**config.mk**
```make
export PLATFORM = sky130hd
export DESIGN_NAME = alu_result_collector
export DESIGN_NICKNAME = d
export VERILOG_FILES = /design/src/rtl/alu_result_collector.sv
export SDC_FILE = /design/constraint.sdc
export NUM_CORES = 1
export LEC_CHECK = 0
export ABC_AREA = 0
export BUFFER_PORTS_ARGS = -buffer_cell sky130_fd_sc_hd__clkbuf_2
export CORE_MARGIN = 2
export CORE_UTILIZATION = 41
export DETAILED_ROUTE_END_ITERATION = 6
export PLACE_DENSITY = 0.6
export SYNTH_ARGS = -nofsm -noshare
export SYNTH_HDL_FRONTEND = slang
export SYNTH_SLANG_ARGS = --single-unit
export TNS_END_PERCENT = 20
```
**constraint.sdc**
```tcl
create_clock -name clk -period 3.08 [get_ports clk]
set_input_delay 0.616 -clock clk [delete_from_list [all_inputs] [get_ports clk]]
set_output_delay 0.616 -clock clk [all_outputs]
set_load 0.1 [all_outputs]
```
**src/rtl/alu_result_collector.sv**
```systemverilog
`default_nettype none
// ============================================================================
// Module   : alu_result_collector
// Function : Captures {cs, alu} on each rising done strobe into a small FIFO,
//            keeps a running result sum and a sticky drop flag.
// Revision : 1.0
// ============================================================================
module alu_result_collector #(
    parameter int DEPTH = 4,
    parameter int CW    = $clog2(DEPTH) + 1
) (
    input  logic          clk,
    input  logic          clear_n,
    input  logic          done_in,
    input  logic [2:0]    cs_in,
    input  logic [15:0]   alu_in,
    input  logic          flush,
    input  logic          res_ready,
    output logic          res_valid,
    output logic [15:0]   res_data,
    output logic [2:0]    res_tag,
    output logic [CW-1:0] count,
    output logic          overflow,
    output logic [15:0]   sum
);

    localparam int            PW       = (DEPTH > 1) ? $clog2(DEPTH) : 1;
    localparam logic [CW-1:0] C_FULL   = CW'(DEPTH);
    localparam logic [PW-1:0] C_PTR_ONE = PW'(1);

    logic          done_q;
    logic [18:0]   mem_q   [DEPTH];
    logic [18:0]   mem_d   [DEPTH];
    logic [PW-1:0] wr_ptr_q, wr_ptr_d;
    logic [PW-1:0] rd_ptr_q, rd_ptr_d;
    logic [CW-1:0] count_q, count_d;
    logic          overflow_q, overflow_d;
    logic [15:0]   sum_q, sum_d;

    logic          w_cap;
    logic          w_pop;
    logic          w_full;
    logic          w_push;
    logic          w_drop;
    logic [18:0]   w_head;

    assign w_cap  = done_in & ~done_q;
    assign w_full = (count_q == C_FULL);
    assign w_pop  = res_valid & res_ready;
    // A full FIFO still accepts when the head leaves in the same cycle.
    assign w_push = w_cap & ~flush & (~w_full | w_pop);
    assign w_drop = w_cap & ~flush & w_full & ~w_pop;
    assign w_head = mem_q[rd_ptr_q];

    always_comb begin
        mem_d      = mem_q;
        wr_ptr_d   = wr_ptr_q;
        rd_ptr_d   = rd_ptr_q;
        count_d    = count_q;
        overflow_d = overflow_q;
        sum_d      = sum_q;
        if (flush) begin
            wr_ptr_d   = '0;
            rd_ptr_d   = '0;
            count_d    = '0;
            overflow_d = 1'b0;
            sum_d      = '0;
        end else begin
            if (w_push) begin
                mem_d[wr_ptr_q] = {cs_in, alu_in};
                wr_ptr_d        = wr_ptr_q + C_PTR_ONE;
                sum_d           = sum_q + alu_in;
            end
            if (w_pop) begin
                rd_ptr_d = rd_ptr_q + C_PTR_ONE;
            end
            count_d = count_q + CW'(w_push) - CW'(w_pop);
            if (w_drop) begin
                overflow_d = 1'b1;
            end
        end
    end

    // done_q resets high so a strobe held through reset release is ignored.
    always_ff @(posedge clk or negedge clear_n) begin
        if (!clear_n) begin
            done_q     <= 1'b1;
            mem_q      <= '{default: '0};
            wr_ptr_q   <= '0;
            rd_ptr_q   <= '0;
            count_q    <= '0;
            overflow_q <= 1'b0;
            sum_q      <= '0;
        end else begin
            done_q     <= done_in;
            mem_q      <= mem_d;
            wr_ptr_q   <= wr_ptr_d;
            rd_ptr_q   <= rd_ptr_d;
            count_q    <= count_d;
            overflow_q <= overflow_d;
            sum_q      <= sum_d;
        end
    end

    assign res_valid = (count_q != '0);
    assign res_data  = res_valid ? w_head[15:0]  : 16'h0000;
    assign res_tag   = res_valid ? w_head[18:16] : 3'd0;
    assign count     = count_q;
    assign overflow  = overflow_q;
    assign sum       = sum_q;

endmodule
`default_nettype wire

```
==> results of run 1 <==
-- state kept, by name, summed over array words and instances, names as in the netlist --
name / count
overflow: 1
rd_ptr_q: 2
done_q: 1
count: 3
mem_q: 76
wr_ptr_q: 2
sum: 16
-- cell usage after synthesis, types with 5 or more instances --
| library cell | instances |
|---|---|
| nand2_1 | 20 |
| a21o_1 | 8 |
| and2_1 | 24 |
| inv_1 | 11 |
| nor2_1 | 16 |
| buf_4 | 8 |
| mux4_2 | 19 |
| clkbuf_1 | 8 |
| a21oi_1 | 17 |
| dfrtp_1 | 100 |
| mux2_2 | 76 |
| o21ai_0 | 7 |
| nand3b_1 | 6 |
| or3_1 | 6 |
| nand3_1 | 5 |
| o21a_1 | 7 |
| xnor2_1 | 7 |
| ha_1 | 21 |
-- cell families after synthesis --
| logic type | share of synthesized area [%] |
|---|---|
| buffers and inverters | 2.88 |
| muxes | 24.3 |
| adders and majority gates | 5.67 |
| xor gates and xnor gates | 1.48 |
| DFF | 47.4 |
| AOI/OAI and AO/OA | 8.09 |
| and+or+nand+nor | 10.3 |
-- layout make-up --
| class | count | area, um^2 | area share [%] |
|---|---|---|---|
| Multi-Input combinational cell | 289 | 2660 | 41.8 |
| Sequential cell | 101 | 2530 | 39.8 |
| Timing Repair Buffer | 78 | 618 | 9.72 |
| Clock buffer | 10 | 239 | 3.76 |
| Tap cell | 172 | 215 | 3.38 |
| Clock inverter | 5 | 60.1 | 0.944 |
| Inverter | 11 | 41.3 | 0.649 |
-- power breakdown --
group,internal (mW),switching [mW]
combinational,1.12,2.26
clock,0.651,0.496
sequential,1.63,0.165
-- layer usage --
layer,GRT usage (%),vias to the layer above
met3,2.81,12
met2,30.9,66
met1,23.7,1789
met4,5.27,0
li1,-,1676
met5,0,-
-- cells in the final DEF (no fill, tap or decap), drive strengths merged, types with 7 or more instances in the layout --
master	synthesis	layout
dfrtp	100	100
mux2	77	77
clkbuf	8	57
buf	13	31
and2	24	24
ha	21	21
nand2	20	20
mux4	19	19
a21oi	17	17
nor2	17	17
inv	11	12
a21o	8	8
xnor2	7	7
o21a	7	7
o21ai	7	7
-- worst paths after layout --
| path | endpoint | start |
|---|---|---|
| worst min register to register | mem_q[35] | mem_q[35] |
| min in group clk | done_q | done_in |
| max in group asynchronous | mem_q[23] | clear_n |
| worst max-delay path | res_data[12] | rd_ptr_q[0] |
| worst min-delay path | sum[1] | clear_n |
| worst max register to register | sum[12] | sum[0] |
==> metrics.yaml, run 1 <==
route.met3.wl_um: 393
cts_tree: "built"
die_w_um: 118
maxSlewViolCount: 0
rsz0062_at_grt: "false"
synth-seq-cells: 101
grt_pass1_wl_um: 19900
layoutNonFillerInstCount: 666
postPlaceCellArea_um2: 6060
start_util_pct: 42.1
ys_seq_area_share_pct: 47.4
vias: 3543
syn_area_um2: 5340
worstMarginPinSlew_ps: 700
crit_type: "flop to output pin"
gr-total-overflow: 0
dr_wl_met2_um: 5910
ys.flop_type: "dfrtp_1"
synth.distinct_cells: 48
leakage_nw: 2.94
row_count: 41
hold_viol_final: 0
dp_cells: 651
yosysTopAreaCell: "dfrtp_1"
synth_top_area_share_pct: 46.9
critPathMaxFanout: 11
worst-path-buf-inv: 2
maxCapViolCount: 0
io_buffers: 63
firstDrtPassIters: 4
dieArea_um2: 14000
m1WireLength_um: 5270
first_iter_violations: 91
post_drt_wl_per_cell_um: 17.6
cts_buffers: 9
clkLatencyLatePin_ps: 340
powerDensity_nw_per_um2: 994
vias_per_cell: 5.32
synth-async-reset-ratio_pct: 100
utilization_pct: 50.2
worstHoldPathType: "input port to asynchronous set/reset pin"
postLayoutCellArea_um2: 6360
max_stage_delay_ps: 530
n_antenna_cell: 0
routed_wl_um: 11700
syn_inst: 422
skew_ps: 9.44
finalSetupTns_ps: 0
antenna_found_initial: 0
vdd_ir_drop_max_v: 0.000462
fin_nets: 537
gp_congestion: 0.869
crit_chain: "buf_4 > mux4_2 > and2_1 > clkbuf_2"
ys_warn_count: 0
synth-edff-count: 0
grt_pass1_vias: 3871
post-cts-setup-buffers: 0
rr_worst_depth: 9
post_cts_resized: 0
ant_nets: 0
hold_buffers: 0
finalCriticalPeriod_ps: 2610
worstSetupPathDepth: 4
fill_cells: 1133
highest-signal-layer: "met4"
syn_to_final_growth_pct: 19.1
grt_max_degree: 51
slew_headroom_pct: 53.1
critical-path-top-delay-family: "buffers and inverters"
hpwl_um: 8290
setup_viol: 0
pre_cts_ws_ps: 201
cts_max_level: 3
cp-end-kind: "output pin"
status: "finished clean"
drive_gt1_share_pct: 39.5
pin_count: 64
start_kind: "flop"
core-area_um2: 12700
rrSetupSlack_ps: 520
setup_ws_ps: 470
crit_arrival_ps: 1990
synth_area_per_cell_um2: 12.7
synth_area_leaders: "dfrtp_1 (47%), mux2_2 (16%), mux4_2 (8.0%)"
cts_sinks: 101
grt_usage_pct: 18.0
cts-root-buf: "clkbuf_16"
syn_nets: 469
fmax_mhz: 383
clkTransAtPathRegs_ps: 70
finalCritPeriodShare_pct: 84.7
power.total_mw: 6.32
die_h_um: 118
worstPathRequired_ps: 2460
cts_buffer_depth: 2
cpMaxStageDelayCell: "mux4_2"
drcViolationCount: 0
fin_hold_ws_ps: 323
Note: power is estimated with default switching activity, not from simulation.
==> inputs of run 2 (changes only) <==
- ABC_AREA: 0 -> 1
- PLACE_DENSITY: 0.6 -> 0.59
- clock period: 3.08 -> 2.7 ns (I/O delays scaled with it)
==> metrics.yaml, run 2 <==
powerDensity_nw_per_um2: 1150  # +16%
cts_buffers: 9  # unchanged
synth-edff-count: 0  # unchanged
synth.distinct_cells: 37  # -23%
first_iter_violations: 206  # +130%
cts_tree: "built"
crit_chain: "nor2_2 > inv_1 > nor2_2 > buf_4 > inv_1 > clkbuf_2"
clkLatencyLatePin_ps: 350  # about the same
finalCritPeriodShare_pct: 91.8
io_buffers: 63  # unchanged
multiInputGateArea_um2: 2760  # +3.7%
post-cts-setup-buffers: 0  # unchanged
firstDrtPassIters: 7  # +3
postLayoutCellArea_um2: 6810  # +7.0%
synth-async-reset-ratio_pct: 100  # unchanged
skew_ps: 3.79  # -5.65 ps
largest_reg_flops: 76  # unchanged
maxSlewViolCount: 0  # unchanged
rrSetupSlack_ps: 590  # +70 ps
synth-simple-area-share_pct: 23.8  # +14 points
rr_worst_depth: 10  # +1
n_antenna_cell: 0  # unchanged
cts_buffer_depth: 2  # unchanged
drive_gt1_share_pct: 27.2  # -12 points
r2r_end: "count[2]"
synth_mux_area_share_pct: 0  # -24 points
critical-path-top-delay-family: "buffers and inverters"
maxCapViolCount: 0  # unchanged
start_kind: "flop"
critPathMaxFanout: 20  # +9
syn_inst: 704  # +67%
grt_pass1_vias: 4624  # +19%
syn_area_um2: 5760  # +7.8%
clkTransAtPathRegs_ps: 70  # about the same
cp-end-kind: "output pin"
worstHoldPathType: "input port to asynchronous set/reset pin"
dieArea_um2: 15000  # +7.6%
synth_compound_area_share_pct: 16.7  # +8.6 points
finalSetupTns_ps: 0  # unchanged
cts_max_level: 3  # unchanged
syn_nets: 751  # +60%
status: "finished clean"
yosys-top-cells-count: "nand2_1 (140), dfrtp_1 (100), nor2_1 (95)"
worst-path-buf-inv: 4  # +2
synth_area_leaders: "dfrtp_1 (43%), nand2_1 (9.1%), o21ai_0 (6.8%)"
synth_area_per_cell_um2: 8.18  # -35%
die_w_um: 122  # +3.7%
gr-total-overflow: 0  # unchanged
hold_viol_final: 0  # unchanged
crit_type: "flop to output pin"
start_util_pct: 41.8  # -0.34 points
vias_per_cell: 4.93  # -7.3%
yosys.area_share.adder_pct: 5.26  # -0.41 points
drcViolationCount: 0  # unchanged
syn_to_final_growth_pct: 18.2
postPlaceCellArea_um2: 6480  # +6.9%
crit_arrival_ps: 1940  # -50 ps
utilization_pct: 49.4  # -0.77 points
max_stage_delay_ps: 440  # -90 ps
crit_path_start: "count[1]"
synth-seq-cells: 101  # unchanged
fin_nets: 804  # +50%
grt_max_degree: 41  # -20%
leakage_nw: 3.45  # +17%
pin_count: 64  # unchanged
worstPathRequired_ps: 2160  # -300 ps
synth.most_common_cell: "nand2_1"
top_register: "mem_q"
slew_headroom_pct: 62.2  # +9.1 points
layoutNonFillerInstCount: 942  # +41%
dp_cells: 926  # +42%
setup_viol: 0  # unchanged
worstSetupPathDepth: 6  # +2
die_h_um: 122  # +3.7%
ys.flop_type: "dfrtp_1"
ys_seq_area_share_pct: 43.9  # -3.4 points
antenna_found_initial: 0  # unchanged
worstMarginPinSlew_ps: 567  # -134 ps
cts-root-buf: "clkbuf_16"
grt_usage_pct: 19.7  # +1.7 points
post_drt_wl_per_cell_um: 14.5  # -17%
gp_congestion: 0.844  # -2.9%
synth_top_area_share_pct: 43.5  # -3.4 points
ys_warn_count: 0  # unchanged
core-area_um2: 13800  # +8.7%
row_count: 43  # +4.9%
vdd_ir_drop_max_v: 0.000492  # +6.6%
regArea_um2: 2530  # unchanged
yosysTopAreaCell: "dfrtp_1"
grt_pass1_wl_um: 22900  # +15%
synth-xor-area-share_pct: 0.761  # -0.72 points
synth_top_family_by_area: "simple AND/OR/NAND/NOR gates"
post_cts_resized: 0  # unchanged
ant_nets: 0  # unchanged
finalCriticalPeriod_ps: 2480
vias: 4644  # +31%
hold_buffers: 0  # unchanged
hpwl_um: 9550  # +15%
power.total_mw: 7.85  # +24%
critPathCapture: "res_valid"
fmax_mhz: 403
layout_commonest_cell: "nand2_1"
cts_sinks: 101  # unchanged
fill_cells: 1375  # +21%
cpMaxStageDelayCell: "dfrtp_1"
final_cell_mix: "nand2_1 (140), dfrtp_1 (100), nor2_1 (94)"
rsz0062_at_grt: "false"
r2r-start: "count[1]"
routed_wl_um: 13700  # +17%
## run 2: cell type report
cell class	instances	share of cell area (%)
inverter	72	4.08
tap	180	3.31
multi-input combinational	498	40.5
timing repair buffer	75	10.2
clock buffer	12	3.77
sequential	101	37.2
clock inverter	4	1.03
## run 2: metal layers
metal,track usage [%],vias up,part of all wire (%)
met4,7.26,0,1.6
met3,2.60,11,2.5
li1,-,2354,-
met1,26.5,2207,48
met2,32.6,72,48
met5,0,-,0
## run 2: kinds of logic (layout without fill, tap and decap cells)
family / Yosys count / in the layout
adder cells (fa/ha/maj): 23 / 23
AO/OA/AOI/OAI: 158 / 158
XOR/XNOR: 5 / 5
AND/OR/NAND/NOR: 312 / 312
buffers and inverters: 105 / 163
flip-flops: 101 / 101
## run 2: worst min-delay path by stage
stage | slack [ps] | start | to | cells past startpoint
3_5_place_dp | 470 | mem_q[44] | mem_q[44] | 2
2_1_floorplan | 240 | clear_n | count[0] | 0
4_1_cts | 170 | clear_n | sum[3] | 1
3_3_place_gp | 460 | mem_q[6] | mem_q[6] | 2
5_1_grt | 190 | clear_n | sum[2] | 1
6_report | 160 | clear_n | sum[2] | 1
## run 2: worst register-to-register path, cell delays in order, from the launching register on
cell and delay [ps]:
dfrtp_1 440, nor2_2 160, nand3_2 110, nand2_4 190
ha_1 260, inv_1 50, ha_1 130, inv_1 50
fa_1 370, xor2_1 170, nor2_1 60
## run 2: metrics by stage
step                setup WS [ps]  hold WS [ps]
floorplan                    -272           244
global placement              537           460
detailed placement            466           467
CTS                           192           174
global route                  116           191
finish                        220           161
## run 2: report_power, final
group	total (mW)	internal (mW)	switching, mW
combinational	4.33	1.33	3.00
sequential	2.10	1.86	0.238
clock	1.42	0.861	0.564
